### src/rtl/fetch_queue_unit_pkg.sv
// ---------------------------------------------------------------------------
// fetch_queue_unit_pkg
// Shared types and defaults for the instruction-fetch stage:
//   - default address / instruction widths and reset PC
//   - fq_entry_t      : one fetch-queue entry {instr, pc, pred_taken}
//   - redirect_src_e  : which source steers the PC this cycle
//   - redirect_select : fixed-priority redirect arbitration
// No ports (package).
// ---------------------------------------------------------------------------
package fetch_queue_unit_pkg;

    localparam int          FQ_ADDR_W   = 12;
    localparam int          FQ_XLEN     = 32;
    localparam int unsigned FQ_RESET_PC = 0;

    typedef struct packed {
        logic [FQ_XLEN-1:0]   instr;
        logic [FQ_ADDR_W-1:0] pc;
        logic                 pred_taken;
    } fq_entry_t;

    typedef enum logic [2:0] {
        REDIR_NONE,
        REDIR_MISP_TAKEN,
        REDIR_MISP_NOT_TAKEN,
        REDIR_JALR,
        REDIR_JAL
    } redirect_src_e;

    // Resolved branches in EX/MEM are older than jumps in ID/EX, so they win.
    function automatic redirect_src_e redirect_select(
        input logic mispredict,
        input logic actual_taken,
        input logic jalr,
        input logic jal
    );
        if (mispredict && actual_taken)       return REDIR_MISP_TAKEN;
        else if (mispredict)                  return REDIR_MISP_NOT_TAKEN;
        else if (jalr)                        return REDIR_JALR;
        else if (jal)                         return REDIR_JAL;
        else                                  return REDIR_NONE;
    endfunction

endpackage

### src/rtl/fetch_queue_unit_if.sv
// ---------------------------------------------------------------------------
// fetch_queue_unit_if
// Bundles the instruction-cache request/response handshake and the
// decode-side queue output of the fetch stage.
//   icache_req_valid/ready, icache_addr   : request channel (fetch -> cache)
//   icache_resp_valid, icache_resp_data   : response channel (cache -> fetch)
//   out_valid/ready, out_instr, out_pc,
//   out_pc_plus_4, out_pred_taken         : queue head to decode
// Modports: master = fetch stage, slave = cache/decode environment.
// ---------------------------------------------------------------------------
interface fetch_queue_unit_if
    import fetch_queue_unit_pkg::*;
#(
    parameter int ADDR_W = FQ_ADDR_W,
    parameter int XLEN   = FQ_XLEN
);
    logic              icache_req_valid;
    logic              icache_req_ready;
    logic [ADDR_W-1:0] icache_addr;
    logic              icache_resp_valid;
    logic [XLEN-1:0]   icache_resp_data;
    logic              out_valid;
    logic              out_ready;
    logic [XLEN-1:0]   out_instr;
    logic [ADDR_W-1:0] out_pc;
    logic [ADDR_W-1:0] out_pc_plus_4;
    logic              out_pred_taken;

    modport master (
        output icache_req_valid, icache_addr,
        input  icache_req_ready, icache_resp_valid, icache_resp_data,
        output out_valid, out_instr, out_pc, out_pc_plus_4, out_pred_taken,
        input  out_ready
    );

    modport slave (
        input  icache_req_valid, icache_addr,
        output icache_req_ready, icache_resp_valid, icache_resp_data,
        input  out_valid, out_instr, out_pc, out_pc_plus_4, out_pred_taken,
        output out_ready
    );
endinterface

### src/rtl/fetch_queue_unit_fetch_queue.sv
// ---------------------------------------------------------------------------
// fetch_queue
// Circular-buffer FIFO of DEPTH entries (DEPTH a power of two).
// Ports:
//   clk, rst_n      : clock, asynchronous active-low reset
//   i_clear         : drop all entries (wins over push/pop)
//   i_push, i_push_data : write an entry (accepted when not full or popping)
//   i_pop           : remove head (ignored when empty)
//   o_head          : head entry (registered storage, no bypass)
//   o_full, o_empty, o_count : occupancy status
// ---------------------------------------------------------------------------
module fetch_queue
    import fetch_queue_unit_pkg::*;
#(
    parameter int  DEPTH   = 4,
    parameter type entry_t = fq_entry_t,
    localparam int PTR_W   = $clog2(DEPTH),
    localparam int CNT_W   = PTR_W + 1
)(
    input  logic             clk,
    input  logic             rst_n,
    input  logic             i_clear,
    input  logic             i_push,
    input  entry_t           i_push_data,
    input  logic             i_pop,
    output entry_t           o_head,
    output logic             o_full,
    output logic             o_empty,
    output logic [CNT_W-1:0] o_count
);
    logic [PTR_W-1:0] r_wptr;
    logic [PTR_W-1:0] r_rptr;
    logic [CNT_W-1:0] r_count;
    entry_t           r_mem [DEPTH];

    logic w_do_pop;
    logic w_do_push;

    assign o_empty   = (r_count == '0);
    assign o_full    = (r_count == CNT_W'(DEPTH));
    assign o_count   = r_count;
    assign o_head    = r_mem[r_rptr];

    // A push into a full queue is legal when the head leaves in the same cycle.
    assign w_do_pop  = i_pop && !o_empty && !i_clear;
    assign w_do_push = i_push && (!o_full || w_do_pop) && !i_clear;

    always_ff @(posedge clk or negedge rst_n) begin
        if (!rst_n) begin
            r_wptr  <= '0;
            r_rptr  <= '0;
            r_count <= '0;
        end else if (i_clear) begin
            r_wptr  <= '0;
            r_rptr  <= '0;
            r_count <= '0;
        end else begin
            if (w_do_push) r_wptr <= r_wptr + 1'b1;
            if (w_do_pop)  r_rptr <= r_rptr + 1'b1;
            r_count <= r_count + CNT_W'(w_do_push) - CNT_W'(w_do_pop);
        end
    end

    always_ff @(posedge clk) begin
        if (w_do_push) r_mem[r_wptr] <= i_push_data;
    end

endmodule

### src/rtl/fetch_queue_unit.sv
// ---------------------------------------------------------------------------
// fetch_queue_unit
// Instruction-fetch stage: registered PC, prioritised redirect network,
// one-outstanding-request icache handshake and an FQ_DEPTH-entry fetch queue
// feeding decode.
// Ports:
//   clk, rst_n                     : clock, asynchronous active-low reset
//   i_mispredict, i_actual_taken,
//   i_ex_mem_branch_target, i_ex_mem_pc : resolved-branch redirect
//   i_id_ex_jalr, i_id_ex_jal,
//   i_jalr_target, i_jal_target    : unconditional-jump redirect
//   o_fetch_pc                     : current PC (also BTB lookup address)
//   i_btb_hit, i_predict_taken,
//   i_predict_target               : same-cycle BTB result for o_fetch_pc
//   bus (fetch_queue_unit_if.master) : icache request/response, decode output
// Optional feature (macro FETCH_PERF_CNT_EN):
//   o_perf_fetched : instructions pushed into the queue (wraps at 2^32)
//   o_perf_stall   : cycles with icache_req_valid && !icache_req_ready
// ---------------------------------------------------------------------------
module fetch_queue_unit
    import fetch_queue_unit_pkg::*;
#(
    parameter int          ADDR_W   = FQ_ADDR_W,
    parameter int          XLEN     = FQ_XLEN,
    parameter int          FQ_DEPTH = 4,
    parameter int unsigned RESET_PC = FQ_RESET_PC
)(
    input  logic              clk,
    input  logic              rst_n,
    input  logic              i_mispredict,
    input  logic              i_actual_taken,
    input  logic [ADDR_W-1:0] i_ex_mem_branch_target,
    input  logic [ADDR_W-1:0] i_ex_mem_pc,
    input  logic              i_id_ex_jalr,
    input  logic              i_id_ex_jal,
    input  logic [ADDR_W-1:0] i_jalr_target,
    input  logic [ADDR_W-1:0] i_jal_target,
    output logic [ADDR_W-1:0] o_fetch_pc,
    input  logic              i_btb_hit,
    input  logic              i_predict_taken,
    input  logic [ADDR_W-1:0] i_predict_target,
    fetch_queue_unit_if.master bus
`ifdef FETCH_PERF_CNT_EN
    ,
    output logic [31:0]       o_perf_fetched,
    output logic [31:0]       o_perf_stall
`endif
);
    localparam int                CNT_W       = $clog2(FQ_DEPTH) + 1;
    localparam logic [ADDR_W-1:0] PC_STEP     = ADDR_W'(4);
    localparam logic [ADDR_W-1:0] LP_RESET_PC = ADDR_W'(RESET_PC);

    typedef struct packed {
        logic [XLEN-1:0]   instr;
        logic [ADDR_W-1:0] pc;
        logic              pred_taken;
    } entry_t;

    logic [ADDR_W-1:0] r_pc;
    logic              r_outstanding;
    logic              r_discard;
    logic [ADDR_W-1:0] r_req_pc;
    logic              r_req_pred;

    redirect_src_e     w_redir_src;
    logic              w_redirect;
    logic [ADDR_W-1:0] w_redir_target;
    logic              w_resp;
    logic              w_push;
    logic              w_pop;
    logic              w_room;
    logic              w_req_valid;
    logic              w_hs;
    logic              w_pred;
    logic              w_full;
    logic              w_empty;
    logic [CNT_W-1:0]  w_count;
    entry_t            w_push_data;
    entry_t            w_head;

    always_comb begin
        w_redir_src    = redirect_select(i_mispredict, i_actual_taken,
                                         i_id_ex_jalr, i_id_ex_jal);
        w_redir_target = '0;
        case (w_redir_src)
            REDIR_MISP_TAKEN:     w_redir_target = i_ex_mem_branch_target;
            REDIR_MISP_NOT_TAKEN: w_redir_target = i_ex_mem_pc + PC_STEP;
            REDIR_JALR:           w_redir_target = {i_jalr_target[ADDR_W-1:1], 1'b0};
            REDIR_JAL:            w_redir_target = i_jal_target;
            default:              w_redir_target = '0;
        endcase
    end

    assign w_redirect = (w_redir_src != REDIR_NONE);
    assign w_pred     = i_btb_hit && i_predict_taken;

    // A response only counts while a request is outstanding; a redirect in the
    // same cycle or a pending discard throws it away.
    assign w_resp = r_outstanding && bus.icache_resp_valid;
    assign w_push = w_resp && !r_discard && !w_redirect;
    assign w_pop  = !w_empty && bus.out_ready;

    // Issue only if the queue, after this cycle's push/pop, still has a free
    // slot for the response the new request will bring back.
    always_comb begin
        w_room = 1'b0;
        if (w_pop)       w_room = !w_push || !w_full;
        else if (w_push) w_room = (w_count < CNT_W'(FQ_DEPTH - 1));
        else             w_room = !w_full;
    end

    // The returning response frees the single request slot in its own cycle,
    // which is what allows one fetch per cycle with a one-cycle cache.
    assign w_req_valid = rst_n && !w_redirect && (!r_outstanding || w_resp) && w_room;
    assign w_hs        = w_req_valid && bus.icache_req_ready;

    always_ff @(posedge clk or negedge rst_n) begin
        if (!rst_n) begin
            r_pc          <= LP_RESET_PC;
            r_outstanding <= 1'b0;
            r_discard     <= 1'b0;
        end else begin
            if (w_redirect)
                r_pc <= w_redir_target;
            else if (w_hs)
                r_pc <= w_pred ? i_predict_target : r_pc + PC_STEP;

            if (w_hs)        r_outstanding <= 1'b1;
            else if (w_resp) r_outstanding <= 1'b0;

            // A redirect that coincides with the response drops it directly,
            // so the flag is only needed when the response is still to come.
            if (w_resp)                          r_discard <= 1'b0;
            else if (w_redirect && r_outstanding) r_discard <= 1'b1;
        end
    end

    always_ff @(posedge clk) begin
        if (w_hs) begin
            r_req_pc   <= r_pc;
            r_req_pred <= w_pred;
        end
    end

    assign w_push_data.instr      = bus.icache_resp_data;
    assign w_push_data.pc         = r_req_pc;
    assign w_push_data.pred_taken = r_req_pred;

    fetch_queue #(
        .DEPTH   (FQ_DEPTH),
        .entry_t (entry_t)
    ) u_fetch_queue (
        .clk         (clk),
        .rst_n       (rst_n),
        .i_clear     (w_redirect),
        .i_push      (w_push),
        .i_push_data (w_push_data),
        .i_pop       (w_pop),
        .o_head      (w_head),
        .o_full      (w_full),
        .o_empty     (w_empty),
        .o_count     (w_count)
    );

    assign o_fetch_pc         = r_pc;
    assign bus.icache_req_valid = w_req_valid;
    assign bus.icache_addr    = r_pc;
    assign bus.out_valid      = !w_empty;
    assign bus.out_instr      = w_head.instr;
    assign bus.out_pc         = w_head.pc;
    assign bus.out_pc_plus_4  = w_head.pc + PC_STEP;
    assign bus.out_pred_taken = w_head.pred_taken;

`ifdef FETCH_PERF_CNT_EN
    logic [31:0] r_perf_fetched;
    logic [31:0] r_perf_stall;

    always_ff @(posedge clk or negedge rst_n) begin
        if (!rst_n) begin
            r_perf_fetched <= '0;
            r_perf_stall   <= '0;
        end else begin
            r_perf_fetched <= r_perf_fetched + 32'(w_push);
            r_perf_stall   <= r_perf_stall + 32'(w_req_valid && !bus.icache_req_ready);
        end
    end

    assign o_perf_fetched = r_perf_fetched;
    assign o_perf_stall   = r_perf_stall;
`endif

endmodule

### src/flat_wrapper.sv
// flat-port wrapper written by rule: the top's interface ports become plain ports
module fetch_queue_unit_flat import fetch_queue_unit_pkg::*;
#(
    parameter int          ADDR_W   = FQ_ADDR_W,
    parameter int          XLEN     = FQ_XLEN,
    parameter int          FQ_DEPTH = 4,
    parameter int unsigned RESET_PC = FQ_RESET_PC
)
  (clk, rst_n, i_mispredict, i_actual_taken, i_ex_mem_branch_target, i_ex_mem_pc, i_id_ex_jalr, i_id_ex_jal, i_jalr_target, i_jal_target, o_fetch_pc, i_btb_hit, i_predict_taken, i_predict_target, bus_icache_req_valid, bus_icache_addr, bus_icache_req_ready, bus_icache_resp_valid, bus_icache_resp_data, bus_out_valid, bus_out_instr, bus_out_pc, bus_out_pc_plus_4, bus_out_pred_taken, bus_out_ready);
  fetch_queue_unit_if #(.ADDR_W(ADDR_W), .XLEN(XLEN)) bus_i ();
  input  logic clk;
  input  logic rst_n;
  input  logic i_mispredict;
  input  logic i_actual_taken;
  input  logic [ADDR_W-1:0] i_ex_mem_branch_target;
  input  logic [ADDR_W-1:0] i_ex_mem_pc;
  input  logic i_id_ex_jalr;
  input  logic i_id_ex_jal;
  input  logic [ADDR_W-1:0] i_jalr_target;
  input  logic [ADDR_W-1:0] i_jal_target;
  output logic [ADDR_W-1:0] o_fetch_pc;
  input  logic i_btb_hit;
  input  logic i_predict_taken;
  input  logic [ADDR_W-1:0] i_predict_target;
  output wire logic [$bits(bus_i.icache_req_valid)-1:0] bus_icache_req_valid;
  output wire logic [$bits(bus_i.icache_addr)-1:0] bus_icache_addr;
  input wire logic [$bits(bus_i.icache_req_ready)-1:0] bus_icache_req_ready;
  input wire logic [$bits(bus_i.icache_resp_valid)-1:0] bus_icache_resp_valid;
  input wire logic [$bits(bus_i.icache_resp_data)-1:0] bus_icache_resp_data;
  output wire logic [$bits(bus_i.out_valid)-1:0] bus_out_valid;
  output wire logic [$bits(bus_i.out_instr)-1:0] bus_out_instr;
  output wire logic [$bits(bus_i.out_pc)-1:0] bus_out_pc;
  output wire logic [$bits(bus_i.out_pc_plus_4)-1:0] bus_out_pc_plus_4;
  output wire logic [$bits(bus_i.out_pred_taken)-1:0] bus_out_pred_taken;
  input wire logic [$bits(bus_i.out_ready)-1:0] bus_out_ready;
  assign bus_icache_req_valid = bus_i.icache_req_valid;
  assign bus_icache_addr = bus_i.icache_addr;
  assign bus_i.icache_req_ready = bus_icache_req_ready;
  assign bus_i.icache_resp_valid = bus_icache_resp_valid;
  assign bus_i.icache_resp_data = bus_icache_resp_data;
  assign bus_out_valid = bus_i.out_valid;
  assign bus_out_instr = bus_i.out_instr;
  assign bus_out_pc = bus_i.out_pc;
  assign bus_out_pc_plus_4 = bus_i.out_pc_plus_4;
  assign bus_out_pred_taken = bus_i.out_pred_taken;
  assign bus_i.out_ready = bus_out_ready;
  fetch_queue_unit #(.ADDR_W(ADDR_W), .XLEN(XLEN), .FQ_DEPTH(FQ_DEPTH), .RESET_PC(RESET_PC)) u_core (.clk(clk), .rst_n(rst_n), .i_mispredict(i_mispredict), .i_actual_taken(i_actual_taken), .i_ex_mem_branch_target(i_ex_mem_branch_target), .i_ex_mem_pc(i_ex_mem_pc), .i_id_ex_jalr(i_id_ex_jalr), .i_id_ex_jal(i_id_ex_jal), .i_jalr_target(i_jalr_target), .i_jal_target(i_jal_target), .o_fetch_pc(o_fetch_pc), .i_btb_hit(i_btb_hit), .i_predict_taken(i_predict_taken), .i_predict_target(i_predict_target), .bus(bus_i));
endmodule
### config.mk
export PLATFORM = sky130hd
export DESIGN_NAME = fetch_queue_unit_flat
export DESIGN_NICKNAME = d
export VERILOG_FILES = /design/src/rtl/fetch_queue_unit_pkg.sv /design/src/rtl/fetch_queue_unit_if.sv /design/src/rtl/fetch_queue_unit_fetch_queue.sv /design/src/rtl/fetch_queue_unit.sv /design/src/flat_wrapper.sv
export SDC_FILE = /design/constraint.sdc
export NUM_CORES = 1
export LEC_CHECK = 0
export ABC_AREA = 1
export CAP_MARGIN = 20
export CORE_MARGIN = 3
export CORE_UTILIZATION = 62
export DETAILED_ROUTE_END_ITERATION = 6
export DONT_BUFFER_PORTS = 1
export PLACE_DENSITY = 0.78
export SETUP_SLACK_MARGIN = 0.5
export SKIP_LAST_GASP = 1
export SLEW_MARGIN = 20
export SYNTH_ARGS = -nofsm -noshare
export SYNTH_HDL_FRONTEND = slang
export SYNTH_SLANG_ARGS = --single-unit
### constraint.sdc
create_clock -name clk -period 3.55 [get_ports clk]
set_input_delay 0.5325 -clock clk [delete_from_list [all_inputs] [get_ports clk]]
set_output_delay 0.5325 -clock clk [all_outputs]
set_load 0.01 [all_outputs]
Word level (Yosys, flattened, before mapping)
Memory sizes are Yosys's and may differ from the RTL's.
Index checks and enable logic that the tools add are counted.
W data, S select, Z words.

operators by class
  add/sub/neg operators = 7
  equal/unequal tests = 5
  bitwise gates (word level) = 0
  multiplexer cells = 21
  reductions and logical operators = 31
  div/mod/pow operators = 0
  shift-type cells = 0
  order comparisons = 1
  $mul = 0

operators with widths
  kind                     count
  $pmux W12 S4             1
  $add A12 B3 Y12 const B  3
  $mux W12                 3
  $logic_and A1 B1 Y1      15
  $mux W3                  5
  $reduce_bool A2 Y1       5
  $mux W1                  8
  $mux W2                  4
  $eq A3 B2 Y1 const B     2
  $eq A3 B3 Y1 const B     2
  $logic_not A1 Y1         6
  $add A2 B1 Y2 const B    2
  $add A3 B1 Y3            1
  $eq A3 B1 Y1 const B     1
  $logic_not A3 Y1         1
  $logic_or A1 B1 Y1       3
  $lt A3 B2 Y1 const B     1
  $reduce_bool A3 Y1       1
  $sub A3 B1 Y3            1

word-level totals
  input bits = 103
  latch bits = 0
  bits in read-only memories = 0
  output and inout bits = 83
  bits in writable memories = 180
  memories = 1
  bits in registers = 34

memory list
  memory                      words  width  read ports  clocked after Yosys merged registers in  write ports  RTL line                            source
  u_core.u_fetch_queue.r_mem  4      45     1           0                                        1            fetch_queue_unit_fetch_queue.sv:34  entry_t r_mem [DEPTH];

Logic depth before layout (Yosys ltp)
Gate-level depths: netlist of run 1.

  depth after elaboration = 14
  depth in mapped cells = 13
  gate-level depth less buffers = 12

Modules after synthesis
A second synthesis of run 1 with hierarchy kept.

second synthesis, totals
  cells, all modules = 810
  area total of the unflattened synthesis = 9384.0 µm²

modules (own cells, without submodules)
  module            instances  cells an instance  area each (µm²)
  fetch_queue       1          495                7215.7
  fetch_queue_unit  1          315                2168.3

Least setup slack after synthesis of run 1
OpenSTA, ideal clock, no wires.

  path type = in2reg
  from = input port i_mispredict
  to = memory u_core.u_fetch_queue.r_mem[0][0] (netlist name), enable pin
  path buffers = 1
  arrival time = 3061 ps
  stages = 6
  setup time = 448 ps
  path slack = 41 ps
  cell sequence = nor2_2 > nand2_1 > buf_6 > nor2_1 > o21ai_2 > nor2_1

between the ends
  word-level cells in the longest chain between the ends = 10
  elaborated cells between the ends (all ways) = 12
  those cells by class = mux: 4; reduce/logical: 8

ends and longest elaborated chain
  item                                                   RTL line                                                                                         source
  from (decl)                                            flat_wrapper.sv:13                                                                               input logic i_mispredict;
  $mux W3 / $logic_and A1 B1 Y1 (equally long branches)  fetch_queue_unit_pkg.sv:38, fetch_queue_unit_pkg.sv:37
  $mux W3 (*)                                            fetch_queue_unit_pkg.sv:37                                                                       if (mispredict && actual_taken) return REDIR_MISP_TAKEN;
  $reduce_bool A3 Y1 (*)                                 fetch_queue_unit.sv:94                                                                           assign w_redirect = (w_redir_src != REDIR_NONE);
  $logic_not A1 Y1 (*)                                   fetch_queue_unit_fetch_queue.sv:45, fetch_queue_unit_fetch_queue.sv:46, fetch_queue_unit.sv:100
  $logic_and A1 B1 Y1                                    fetch_queue_unit_fetch_queue.sv:45                                                               assign w_do_pop = i_pop && !o_empty && !i_clear;
  $logic_or A1 B1 Y1                                     fetch_queue_unit_fetch_queue.sv:46                                                               assign w_do_push = i_push && (!o_full || w_do_pop) && !i_clear;
  $logic_and A1 B1 Y1                                    fetch_queue_unit_fetch_queue.sv:46
  $logic_and A1 B1 Y1 (*)                                fetch_queue_unit_fetch_queue.sv:46
  $mux W1 (*)                                            fetch_queue_unit_fetch_queue.sv:65                                                               if (w_do_push) r_mem[r_wptr] <= i_push_data;
  $mux W1 (not written as such) (*)                      fetch_queue_unit_fetch_queue.sv:65
  to (decl)                                              fetch_queue_unit_fetch_queue.sv:34

Every way passes the cells marked *; elsewhere a longest branch is shown, timed or not.

Worst setup path after layout of run 1
  from = register u_core.u_fetch_queue.r_rptr[0]
  to = output port bus_out_pc_plus_4[8]

between the ends
  word-level cells in the longest chain between the ends = 2

ends and longest elaborated chain
  item                     RTL line                            source
  from (decl)              fetch_queue_unit_fetch_queue.sv:32  logic [PTR_W-1:0] r_rptr;
  from (signal assigned)   fetch_queue_unit_fetch_queue.sv:59  if (w_do_pop) r_rptr <= r_rptr + 1'b1;
  $mem_v2 Z4 W45           n/a
  named net bus_out_pc[2]  flat_wrapper.sv:32                  output wire logic [$bits(bus_i.out_pc)-1:0] bus_out_pc;
  $add A12 B3 Y12          fetch_queue_unit.sv:171             assign bus.out_pc_plus_4 = w_head.pc + PC_STEP;
  to (decl)                flat_wrapper.sv:33                  output wire logic [$bits(bus_i.out_pc_plus_4)-1:0] bus_out_pc_plus_4;

The timed path passes the listed nets, and every way through them passes these cells.

==> metrics, run 1 <==
Post-Synthesis Cells=862; Post-Layout Cell Count=1052; sequential power share=0.551; Initial Util=0.641; WHS=-0.00474 ns; chip height=129 um; drt first pass iters=5; post-synth cell types=37; crit-path leading delay family=simple AND/OR/NAND/NOR gates; asr flop ratio synth=0.0981; final setup TNS=0 ns; DR vias=6239; XOR/XNOR Fraction of Synth Area=0.00557; status=finished, violations left; CTS tree=yes; syn_nets=slightly below 1000; clk_skew=0.00890 ns; vias in the first global route=6301; post-synthesis adder-cell area fraction=0.0154; # fillers=1022; Final Setup Violations=0; grt total ovfl=0; crit-path max cell delay=0.47 ns; leading cell types in the layout, fill and taps excluded=193 x edfxtp_1, 170 x nand2_1, 113 x nor2_1; RSZ-0062 raised after global routing=false; CTS Buf Count=22; Layout Nets=about 970; Post-synth EDFFs=~190; Routed WL=20400 um; I/O Buffers=0; Slew Limit Headroom=0.588; Wirelength per Cell=a little under 20 um; post-synthesis mux area share=0; htree depth=1; layout cells sized above 1=0.0819; sw frac=0.203; area fraction in and, or, nand and nor cells after synthesis=0.161; startpoint types=register; GP Congestion=0.892; initial antenna violation count=1; crit end category=output pin; # Max-Cap Violations=0; DR vias/cell=a little under 6; Critical Path Fanout Max=54; cell row count=44; Setup WS post-layout=0.658 ns; crit path DAT=around 2.4 ns; Clock Tree Root=clkbuf_16; clk_lat worst skew=0.49 ns; die area=0.0167 mm^2; Slew Limit Fails=0; worst-case clock buffer depth=3; total track usage=0.241; Clock transition at path regs=0.06 ns; Core ar.=0.0147 mm^2; clock share of power=0.421; Sink Count=214; Avg Cell Area, Syn=between 10 and 15 um^2; PD cells=501 mW/mm^2; Die W=129 um; Hold Crit Class=input port to asynchronous set/reset pin; internal power=0.00410 W; area delta synth->final=8.94%; Synth Area in Compound Gates=0.0893; Leakage=3.86 nW; pre-CTS setup slack=0.629 ns; Final ANT Viol Nets=0; register bit count reported by yosys=214; period utilization=0.815; Seq/Total Area, Yosys=0.670; most common cell after layout, fill and taps aside=edfxtp_1; Comb pwr share=0.028; CP max-delay cell=dfrtp_2; first-pass GRT wire length=around 32000 um; Crit path required time=3.02 ns; largest net degree at the start of global routing=55; Synth Warn #=0; register area=roughly 0.0063 mm^2; drt initial violations=approximately 540; VDD IR max=between 400 and 500 uV; # DRC=0; fmax=346 MHz; Worst-Margin Slew=0.616 ns; number of buffers and inverters on the critical path=2; Net Sw Power=between 0.001 and 0.0015 W; Most common cell on crit path=nand2_1; Cell Chain, Critical Path=clkinv_8 > nand2_1 > nand3_1 > nand2_2 > inv_2 > ha_1 > nand3_1 > nor2_1 > nand2_1 > nand2_1 > nand2_1; I/O Pins=186; Main synth FF type=edfxtp_1; Post-Syn Area=0.00943 mm^2; combined area of the multi-input logic cells=0.00259 mm^2; hpwl dp=roughly 13000 um; failing checks=hold timing; kind of critical path=register to output pin; final hold violation count=12; largest family of logic cells by synthesized area=simple AND/OR/NAND/NOR gates; min cycle time layout=2.89 ns; Placed Cells=1011
[power by group through the flow]
stage               Combinational [W]  Sequential (W)  Clock, W
detailed placement           0.000136         0.00289         0
global route                 0.000166         0.00284   0.00229
floorplan                    0.000147         0.00286         0
finish                       0.000143         0.00284   0.00217
global placement             0.000131         0.00289         0
CTS                          0.000143         0.00284   0.00219
[metrics by stage]
step / total power [W] / hold slack [ns] / cell area (um^2) / utilization
finish: 0.00515 / -0.00474 / 10300 / 0.699
floorplan: 0.00300 / 0.237 / 9430 / -
CTS: 0.00517 / 0.117 / 10300 / 0.698
global route: 0.00530 / 0.0282 / 10300 / 0.699
global placement: 0.00302 / 0.238 / 9550 / 0.650
detailed placement: 0.00303 / 0.238 / 9550 / 0.650
[synth_stat cells (2+ instances only)]
| master | instances | area share |
|---|---|---|
| edfxtp_1 | 193 | 0.61 |
| nor3b_1 | 2 | 0.0016 |
| nand4_1 | 11 | 0.0073 |
| inv_2 | 5 | 0.0020 |
| buf_6 | 5 | 0.0060 |
| a22oi_1 | 2 | 0.0016 |
| nor2_1 | 117 | 0.047 |
| xor2_1 | 4 | 0.0037 |
| o21ai_0 | 87 | 0.046 |
| buf_2 | 9 | 0.0048 |
| or2_2 | 2 | 0.0013 |
| ha_1 | 10 | 0.013 |
| clkbuf_1 | 18 | 0.0072 |
| o211ai_1 | 3 | 0.0024 |
| nand2_1 | 171 | 0.068 |
| xnor2_1 | 2 | 0.0019 |
| nor2_2 | 4 | 0.0027 |
| o22ai_1 | 37 | 0.025 |
| o21ai_2 | 5 | 0.0046 |
| inv_1 | 64 | 0.025 |
| nand3b_1 | 2 | 0.0016 |
| a21oi_1 | 11 | 0.0058 |
| nand3_1 | 50 | 0.027 |
| buf_4 | 15 | 0.012 |
| dfrtp_1 | 21 | 0.056 |
[kinds of logic (layout without fill, tap and decap cells)]
kind of cell / after synthesis / count (layout)
XOR/XNOR: 6 / 6
flip-flops: 214 / 214
AND/OR/NAND/NOR: 363 / 363
other: 0 / 1
adder cells (fa/ha/maj): 11 / 11
buffers and inverters: 118 / 123
AO/OA/AOI/OAI: 150 / 150
[worst paths after layout]
| check | start | end | slack, ns | depth (start not counted) |
|---|---|---|---|---|
| setup / recovery | u_core.u_fetch_queue.r_rptr[0] | bus_out_pc_plus_4[8] | 0.66 | 11 |
| hold / removal | rst_n | u_core.bus.icache_addr[7] | -0.005 | 1 |
| setup reg to reg | u_core.u_fetch_queue.o_count[1] | u_core.u_fetch_queue.o_count[2] | 0.77 | 12 |
| hold reg to reg | u_core.r_req_pc[8] | u_core.u_fetch_queue.r_mem[2][9] | 0.50 | 0 |
| max in group asynchronous | rst_n | u_core.u_fetch_queue.r_rptr[0] | 3.20 | 1 |
| min in group clk | bus_icache_resp_data[23] | u_core.u_fetch_queue.r_mem[3][36] | 0.13 | 0 |
[worst reg2reg max path, cell delays in order (launching register included)]
cell and delay [ns]:
dfrtp_1 0.42, inv_1 0.10, nand3_1 0.17, nand2_1 0.21, nor2_1 0.09, o21ai_2 0.47
ha_1 0.33, inv_1 0.06, ha_1 0.14, inv_1 0.05, fa_1 0.37, xor2_1 0.17
nor2_1 0.06
[flip-flops by register name (all words and copies together) (netlist names)]
| name | flops |
|---|---|
| u_core.u_fetch_queue.r_mem | 180 |
| u_core.bus.icache_addr | 12 |
| u_core.r_req_pc | 12 |
| u_core.u_fetch_queue.o_count | 3 |
| u_core.u_fetch_queue.r_rptr | 2 |
| u_core.u_fetch_queue.r_wptr | 2 |
| u_core.r_discard | 1 |
| u_core.r_outstanding | 1 |
| u_core.r_req_pred | 1 |
[timing repair]
action,4_1_cts,5_1_grt
setup buffers,0,0
setup endpoints to repair,3,3
pin swaps,0,0
hold endpoints to repair,21,0
hold buffers,1,0
resized for setup,5,5
[layout make-up]
class                   instances  area share
clock buffers                  32      0.0603
well taps                     184      0.0224
inverters                      71      0.0274
repair buffers                 13      0.0157
multi-input cells             530       0.252
flip-flops and latches        214       0.615
diodes                          1    0.000244
clock inverters                 7     0.00633
[layer usage]
layer,GRT usage,vias to the layer above,part of all wire
met1,0.313,2981,0.40
met2,0.409,270,0.50
met5,0,-,0
met3,0.0577,30,0.086
li1,-,2958,-
met4,0.0710,0,0.018
Power figures use the tool's default switching activity.
==> inputs of run 2 (changes only) <==
Settings changed: CORE_UTILIZATION 62 to 57, PLACE_DENSITY 0.78 to 0.75.
Clock period 3.55 ns to 2.4 ns, I/O delays scaled along.
==> run 2 against run 1 <==
The flow finishes with violations (setup timing); register-to-register slack lost 0.54 ns; sequential cell count stayed put; clock skew is 0.0030 ns higher; hold slack improved by 0.070 ns; wire length up 63%; critical path depth fell by 2; clock power up 56%; sequential power rose by 48%; largest cell class unchanged; largest power group unchanged.
==> metrics, run 2 (synthesized netlist as in run 1, its figures left out) <==
drt first pass iters=6 (+1); final setup TNS=-1.03 ns (-1.03 ns); Hold Crit Class=input port to register; clk_skew=0.0119 ns (+0.00302 ns); total track usage=0.267 (+0.0257); vias in the first global route=7060 (+12%); DR vias=7867 (+26%); Clock Tree Root=clkbuf_16; GP Congestion=0.851 (-4.6%); Core ar.=0.0161 mm^2 (+9.2%); status=finished, violations left; htree depth=1 (unchanged); # Max-Cap Violations=0 (unchanged); reg-to-reg critical path startpoint=u_core.u_fetch_queue.o_count[0]; Placed Cells=1056 (+4.5%); most common cell after layout, fill and taps aside=edfxtp_1; Setup WS post-layout=-0.118 ns (-0.776 ns); Wirelength per Cell=27.0 um (+40%); Leakage=4.96 nW (+29%); die area=0.0181 mm^2 (+8.4%); R2R cell count=11 (-1); fmax=397 MHz; worst-case clock buffer depth=3 (unchanged); DR vias/cell=6.41 (+8.1%); Crit path required time=2.04 ns (-0.98 ns); R2R Path End=u_core.u_fetch_queue.r_mem[0][25]; hpwl dp=13600 um (+3.8%); Initial Util=0.587 (-0.0543); I/O Pins=186 (unchanged); Slew Limit Fails=0 (unchanged); largest net degree at the start of global routing=73 (+33%); RSZ-0062 raised after global routing=true; CTS Buf Count=22 (unchanged); min cycle time layout=2.52 ns; kind of critical path=register to output pin; Sink Count=214 (unchanged); Setup crit end=bus_out_pc_plus_4[7]; I/O Buffers=0 (unchanged); startpoint types=register; # DRC=0 (unchanged); Reg2Reg Setup Slack=0.23 ns (-0.54 ns); max reg flops=180 (unchanged); cell row count=46 (+4.5%); Slew Limit Headroom=0.560 (-0.0274); Routed WL=33200 um (+63%); Worst-Margin Slew=0.657 ns (+0.0410 ns); VDD IR max=590 uV (+34%); area delta synth->final=42.8%; crit path from=u_core.u_fetch_queue.r_rptr[0]; Critical Path Fanout Max=8 (-85%); Layout Nets=1109 (+15%); crit end category=output pin; CTS tree=yes; initial antenna violation count=0 (-1); clk_lat worst skew=0.50 ns (about the same); failing checks=setup timing; layout cells sized above 1=0.343 (+0.261); Die W=135 um (+4.1%); Clock transition at path regs=0.06 ns (about the same); Ant. Diodes=0 (-1); first-pass GRT wire length=37800 um (+19%); chip height=135 um (+4.1%); PD cells=587 mW/mm^2 (+17%); leading cell types in the layout, fill and taps excluded=193 x edfxtp_1, 143 x nand2_1, 69 x nor2_1; Post-Layout Cell Count=1227 (+17%); Final Setup Violations=19 (+19); final hold violation count=0 (-12); grt total ovfl=0 (unchanged); Final ANT Viol Nets=0 (unchanged); crit path DAT=2.16 ns (-0.20 ns); drt initial violations=718 (+33%); period utilization=1.05; Top reg by flops=u_core.u_fetch_queue.r_mem
## run 2: cell types whose count changed in the layout (fill, tap and decap cells not counted), sizes merged
cell         change
inv              +2
clkbuf          +19
dlygate4sd3     +33
diode            -1
buf             +87
clkinv           +2
clkinvlp         +1
## run 2: worst max-delay path, cell delays in order, from the launching register on
cell and delay, ns:
dfrtp_2 0.46, buf_12 0.15, buf_8 0.14, nand2_2 0.06, nand3_2 0.07, nand2_2 0.09, nor2_2 0.17, nand2_1 0.11
nor2_1 0.17, xor2_2 0.22
## run 2: layout make-up
class	instances	area (um^2)
Sequential cell	214	6320
Multi-Input combinational cell	530	3710
Fill cell	724	2600
Timing Repair Buffer	153	2130
Clock buffer	31	616
Inverter	71	305
Tap cell	216	270
Clock inverter	9	73.8
Timing Repair inverter	3	31.3
## run 2: worst min-delay path by stage
| stage | from | endpoint | slack (ns) | cells after the start |
|---|---|---|---|---|
| 2_1_floorplan | rst_n | u_core.bus.icache_addr[0] | 0.06 | 0 |
| 5_1_grt | bus_icache_resp_valid | u_core.r_outstanding | 0.07 | 3 |
| 4_1_cts | bus_icache_req_ready | u_core.r_outstanding | 0.05 | 2 |
| 3_5_place_dp | rst_n | u_core.u_fetch_queue.o_count[2] | 0.07 | 0 |
| 3_3_place_gp | rst_n | u_core.u_fetch_queue.o_count[0] | 0.07 | 0 |
| 6_report | bus_icache_resp_valid | u_core.r_outstanding | 0.07 | 3 |
## run 2: power breakdown
part	leakage, nW	internal (W)	switching [W]	total [W]
Sequential	2.00	0.00409	0.0000994	0.00419
Combinational	2.62	0.000122	0.000195	0.000317
Clock	0.342	0.00191	0.00148	0.00339
Total	4.96	0.00612	0.00178	0.00790
## run 2: through the flow
stage	cell area, um^2	hold slack (ns)	setup slack, ns	utilization	power, W
finish	13500	0.0655	-0.118	0.838	0.00790
global placement	9770	0.0654	0.233	0.609	0.00447
global route	13500	0.0748	-0.245	0.838	0.00808
detailed placement	9770	0.0653	0.188	0.609	0.00448
floorplan	9520	0.0644	0.193	-	0.00444
CTS	11600	0.0511	-0.0383	0.725	0.00775
## run 2: routing by layer
layer,GRT usage,wire [um],vias up
li1,-,-,3272
met2,0.479,17100,632
met3,0.0548,3160,127
met4,0.0899,1770,0
met5,0,0,-
met1,0.323,11100,3836
## run 2: repair_timing
item,in CTS,in global routing
endpoints found under the setup margin,72,237
setup buffers,20,36
pin swaps,32,81
endpoints found under the hold margin,149,21
hold buffers,33,1
gates cloned,8,33
resized for setup,147,192
==> inputs of run 3 (changes only) <==
Settings changed: SLEW_MARGIN 20 to not set.
==> run 3 against run 2 <==
Combinational power is 2% higher; maximum frequency is 2.4% lower; largest cell class unchanged; clock power hardly changed; sequential share of layout area is 0.052 points lower; clock-buffer cell count stayed put; register-to-register slack hardly changed; via count is 0.50% lower; hold slack worse by 0.016 ns; critical path type unchanged; critical endpoint unchanged; sequential cell count stayed put; the run still ends with setup timing left.
==> metrics, run 3 (synthesized netlist as in run 1, its figures left out) <==
Worst Hold Endpoint=u_core.bus.icache_addr[11]; total track usage=0.267 (unchanged); kind of critical path=register to output pin; Placed Cells=1056 (unchanged); number of buffers and inverters on the critical path=2 (unchanged); Initial Util=0.587 (unchanged); Clock transition at path regs=0.06 ns (about the same); crit end category=output pin; # DRC=0 (unchanged); drt first pass iters=5 (-1); hold path start=bus_icache_req_ready; Final Setup Violations=19 (unchanged); R2R Path End=u_core.u_fetch_queue.o_count[1]; VDD IR max=619 uV (+5.0%); crit path DAT=2.22 ns (+0.06 ns); Core ar.=0.0161 mm^2 (unchanged); initial antenna violation count=2 (+2); Die W=135 um (unchanged); Wirelength per Cell=27.6 um (+2.0%); Post-Layout Cell Count=1229 (+0.16%); Hold Crit Class=input port to register; final setup TNS=-1.70 ns (-0.673 ns); RSZ-0062 raised after global routing=true; I/O Pins=186 (unchanged); Top reg by flops=u_core.u_fetch_queue.r_mem; crit-path max cell delay=0.46 ns (about the same); Routed WL=33900 um (+2.1%); vias in the first global route=7060 (unchanged); min cycle time layout=2.58 ns (+0.0611 ns); # fillers=732 (+1.1%); Most common cell on crit path=nand2_1; Leakage=4.97 nW (about the same); register area=0.00632 mm^2 (unchanged); crit-path leading delay family=simple AND/OR/NAND/NOR gates; DR vias/cell=6.37 (-0.66%); final hold violation count=0 (unchanged); chip height=135 um (unchanged); CTS tree=yes; failing checks=setup timing; DR vias=7828 (-0.50%); Worst-Margin Slew=0.653 ns (-0.00408 ns); Sink Count=214 (unchanged); clk_skew=0.0183 ns (+0.00638 ns); die area=0.0181 mm^2 (unchanged); clk_lat worst skew=0.52 ns (+0.02 ns); startpoint types=register; cell row count=46 (unchanged); fmax=388 MHz (-2.4%); layout cells sized above 1=0.343 (unchanged); period utilization=1.07 (+0.0254); R2R cell count=11 (unchanged); combined area of the multi-input logic cells=0.00371 mm^2 (unchanged); reg-to-reg critical path startpoint=u_core.u_fetch_queue.o_count[0]; area delta synth->final=42.9%; # Max-Cap Violations=0 (unchanged); Hold Path Cell Cnt=2 (-1); Layout Nets=1109 (unchanged); I/O Buffers=0 (unchanged); Crit path required time=2.04 ns (about the same); PD cells=588 mW/mm^2 (+0.17%); Slew Limit Fails=0 (unchanged); final core utilization=0.839 (+0.000935); grt total ovfl=0 (unchanged); largest net degree at the start of global routing=73 (unchanged); leading cell types in the layout, fill and taps excluded=193 x edfxtp_1, 143 x nand2_1, 69 x nor2_1; first-pass GRT wire length=37800 um (unchanged); worst-case clock buffer depth=3 (unchanged); Final ANT Viol Nets=0 (unchanged); status=finished, violations left; Critical Path Fanout Max=8 (unchanged); Setup WS post-layout=-0.179 ns (-0.0611 ns); CTS Buf Count=22 (unchanged); Slew Limit Headroom=0.563 (+0.00273); GP Congestion=0.851 (unchanged); hpwl dp=13600 um (unchanged); htree depth=1 (unchanged); CP max-delay cell=dfrtp_2; most common cell after layout, fill and taps aside=edfxtp_1; max reg flops=180 (unchanged); drt initial violations=692 (-3.6%); Cell Chain, Critical Path=buf_12 > buf_4 > nand2_1 > nand3_1 > nand2_2 > nor2_2 > nand2_1 > nor2_1 > xor2_2; Clock Tree Root=clkbuf_16; Reg2Reg Setup Slack=0.23 ns (about the same)
-- run 3: cell types whose count changed in the layout (fill, tap and decap cells not counted) --
cell | before | now
buf_16 | 8 | 9
buf_12 | 18 | 17
clkinvlp_4 | 1 | 2
buf_2 | 1 | 0
diode_2 | 0 | 2
-- run 3: layer usage --
| layer | GRT usage | share of wire | up-vias |
|---|---|---|---|
| met5 | 0 | 0 | - |
| li1 | - | - | 3265 |
| met2 | 0.479 | 0.52 | 627 |
| met4 | 0.0899 | 0.055 | 0 |
| met3 | 0.0548 | 0.090 | 147 |
| met1 | 0.323 | 0.34 | 3789 |
-- run 3: where the power goes --
group	switching (W)	internal [W]
clock network	0.00150	0.00191
registers	0.000100	0.00409
logic	0.000198	0.000125
total	0.00180	0.00612
-- run 3: what timing repair did --
action / in CTS / in global routing
gates cloned: 8 / 34
hold endpoints to repair: 149 / 0
pin swaps: 32 / 81
endpoints found under the setup margin: 72 / 237
gates resized for setup: 147 / 193
buffers inserted: 20 / 35
hold buffers: 33 / 0
-- run 3: stage by stage --
step / cell area, um^2 / setup slack [ns] / hold slack (ns) / power (W)
after global routing: 13500 / -0.316 / 0.0658 / 0.00811
after global placement: 9770 / 0.233 / 0.0654 / 0.00447
after CTS: 11600 / -0.0383 / 0.0511 / 0.00775
after floorplan: 9520 / 0.193 / 0.0644 / 0.00444
after detailed placement: 9770 / 0.188 / 0.0653 / 0.00448
final: 13500 / -0.179 / 0.0498 / 0.00792
-- run 3: how the worst max path moves through the flow --
stage               slack, ns                               to  depth (start not counted)                            start
floorplan                0.19  u_core.u_fetch_queue.o_count[2]                         12  u_core.u_fetch_queue.o_count[1]
global placement         0.23  u_core.u_fetch_queue.o_count[2]                         11                     i_mispredict
detailed placement       0.19  u_core.u_fetch_queue.o_count[2]                         11                     i_mispredict
CTS                     -0.04             bus_out_pc_plus_4[8]                         12   u_core.u_fetch_queue.r_rptr[0]
global route            -0.32             bus_out_pc_plus_4[7]                          9   u_core.u_fetch_queue.r_rptr[0]
finish                  -0.18             bus_out_pc_plus_4[7]                          9   u_core.u_fetch_queue.r_rptr[0]
-- run 3: cell type report --
| type | instances | share of cell area |
|---|---|---|
| clock inverters | 9 | 0.00548 |
| repair buffers | 152 | 0.158 |
| repair inverters | 4 | 0.00288 |
| clock buffers | 31 | 0.0457 |
| flip-flops and latches | 214 | 0.469 |
| well taps | 216 | 0.0201 |
| inverters | 71 | 0.0227 |
| multi-input cells | 530 | 0.275 |
| diodes | 2 | 0.000371 |
==> RTL change: new RTL, config.mk and constraints of run 2 <==
`FQ_DEPTH` is set to 4 in 2 places; all go to 8.
--- a/src/rtl/fetch_queue_unit.sv
+++ b/src/rtl/fetch_queue_unit.sv
@@ -24,3 +24,3 @@
     parameter int          XLEN     = FQ_XLEN,
-    parameter int          FQ_DEPTH = 4,
+    parameter int          FQ_DEPTH = 8,
     parameter int unsigned RESET_PC = FQ_RESET_PC
--- a/src/flat_wrapper.sv
+++ b/src/flat_wrapper.sv
@@ -5,3 +5,3 @@
     parameter int          XLEN     = FQ_XLEN,
-    parameter int          FQ_DEPTH = 4,
+    parameter int          FQ_DEPTH = 8,
     parameter int unsigned RESET_PC = FQ_RESET_PC
Check against the original RTL: not equivalent (a bounded check fails within 10 cycles, from zero or initial values and one cycle with rst_n low).
==> RTL change against run 2 <==
The flow still finishes with violations (setup timing). Critical path depth rose by 3. Synthesized area rose by 79%. Power rose by 78%. Die area rose by 75%. Final area rose by 55%. Register-to-register slack got worse by 100 ps. Worst setup slack got worse by 170 ps. Global-route usage rose by 0.22 points. Non-clock buffer count rose by 27. Wire length rose by 30%. Sequential cell count rose by 183. Via count rose by 52%. Critical endpoint is now bus_out_pc_plus_4[8]. Highest routed layer is now met5.
==> RTL change: results (changes against run 2) <==
Global Route Usage Sum=0.269 (+0.00216); worst slack after detailed placement=117 ps (-71.9 ps); fraction of the yosys area taken by sequential cells=0.698 (+0.0280); hold wc startpoint=i_jalr_target[2]; sum of met2 wire segment lengths after detailed routing=22200 µm (+29%); Post-Synth XOR/XNOR Area=0.00363 (-0.00194); met3 Resource Use GR=0.0419 (-0.0128); wire length of the first global-routing pass=65700 µm (+74%); clock latency reported for the late side of the worst-skew pair=530 ps (+30 ps); violated checks=setup timing; kind of cell with the highest combined delay on the critical path=flip-flops; number of flip-flops under the largest register name=360 (+100%); H-tree depth reported by CTS=2 (+1); areal power density over the cells=675 mW/mm² (+15%); cell mode on critical path=sky130_fd_sc_hd__inv_2; portion of total power attributed to combinational logic=0.024 (-0.016); Max Used Layer=met5; Cell Area, Placed=0.0181 mm² (+86%); number of setup violations in the final report=48 (+29); mean routed wirelength per cell=21.2 µm (-22%); HPWL after DPL=23000 µm (+69%); buffer count from post-CTS setup fixing=24 (+20%); cells after synthesis=1493 (+73%); cts repair resizes=68 (-54%); hold buffers post-CTS=40 (+21%); adder and majority cell fraction of the synthesized area=0.0101 (-0.00532); synthesized net count=1609 (+65%); total via count after detailed routing=12000 (+52%); via count of the first global-routing pass=12100 (+71%); data arrival time of the critical path=2330 ps (+170 ps); Max transition margin=0.615 (+0.0546); Internal Dissipation=11.2 mW (+83%); run status=finished with violations; Worst Slack Setup Final=-286 ps (-168 ps); number of nets in the layout=1741 (+57%); worst voltage drop across the vdd grid=0.000476 V (-19%); Largest stage delay, worst path=520 ps (+60 ps); dpl cells=1883 (+78%); last weighted congestion value of the routability-driven placer=0.845 (-0.69%); initial DRC count=1312 (+83%)
-- RTL change: changes by cell type after synthesis, sizes merged, moves of 22 or more --
cell    delta
buf       +27
nand3     +22
a31oi     +34
edfxtp   +180
o21ai     +77
inv       +38
nor2     +171
nand2     +44
-- RTL change: cell type report --
class	instances	area (µm²)
clock buffers	49	1100
multi-input cells	895	4620
repair buffers	180	2190
inverters	111	442
fillers	1823	8110
diodes	1	2.50
flip-flops and latches	397	11800
well taps	384	480
clock inverters	23	184
-- RTL change: worst paths after layout --
kind	cells after the start	endpoint	slack, ps
max	12	bus_out_pc_plus_4[8]	-290
max in group asynchronous	2	u_core.u_fetch_queue.r_rptr[0]	1940
min reg2reg	2	u_core.r_discard	520
min	2	u_core.bus.icache_addr[2]	20
max reg2reg	10	u_core.u_fetch_queue.o_count[1]	130
min in group asynchronous	2	u_core.u_fetch_queue.o_count[3]	280
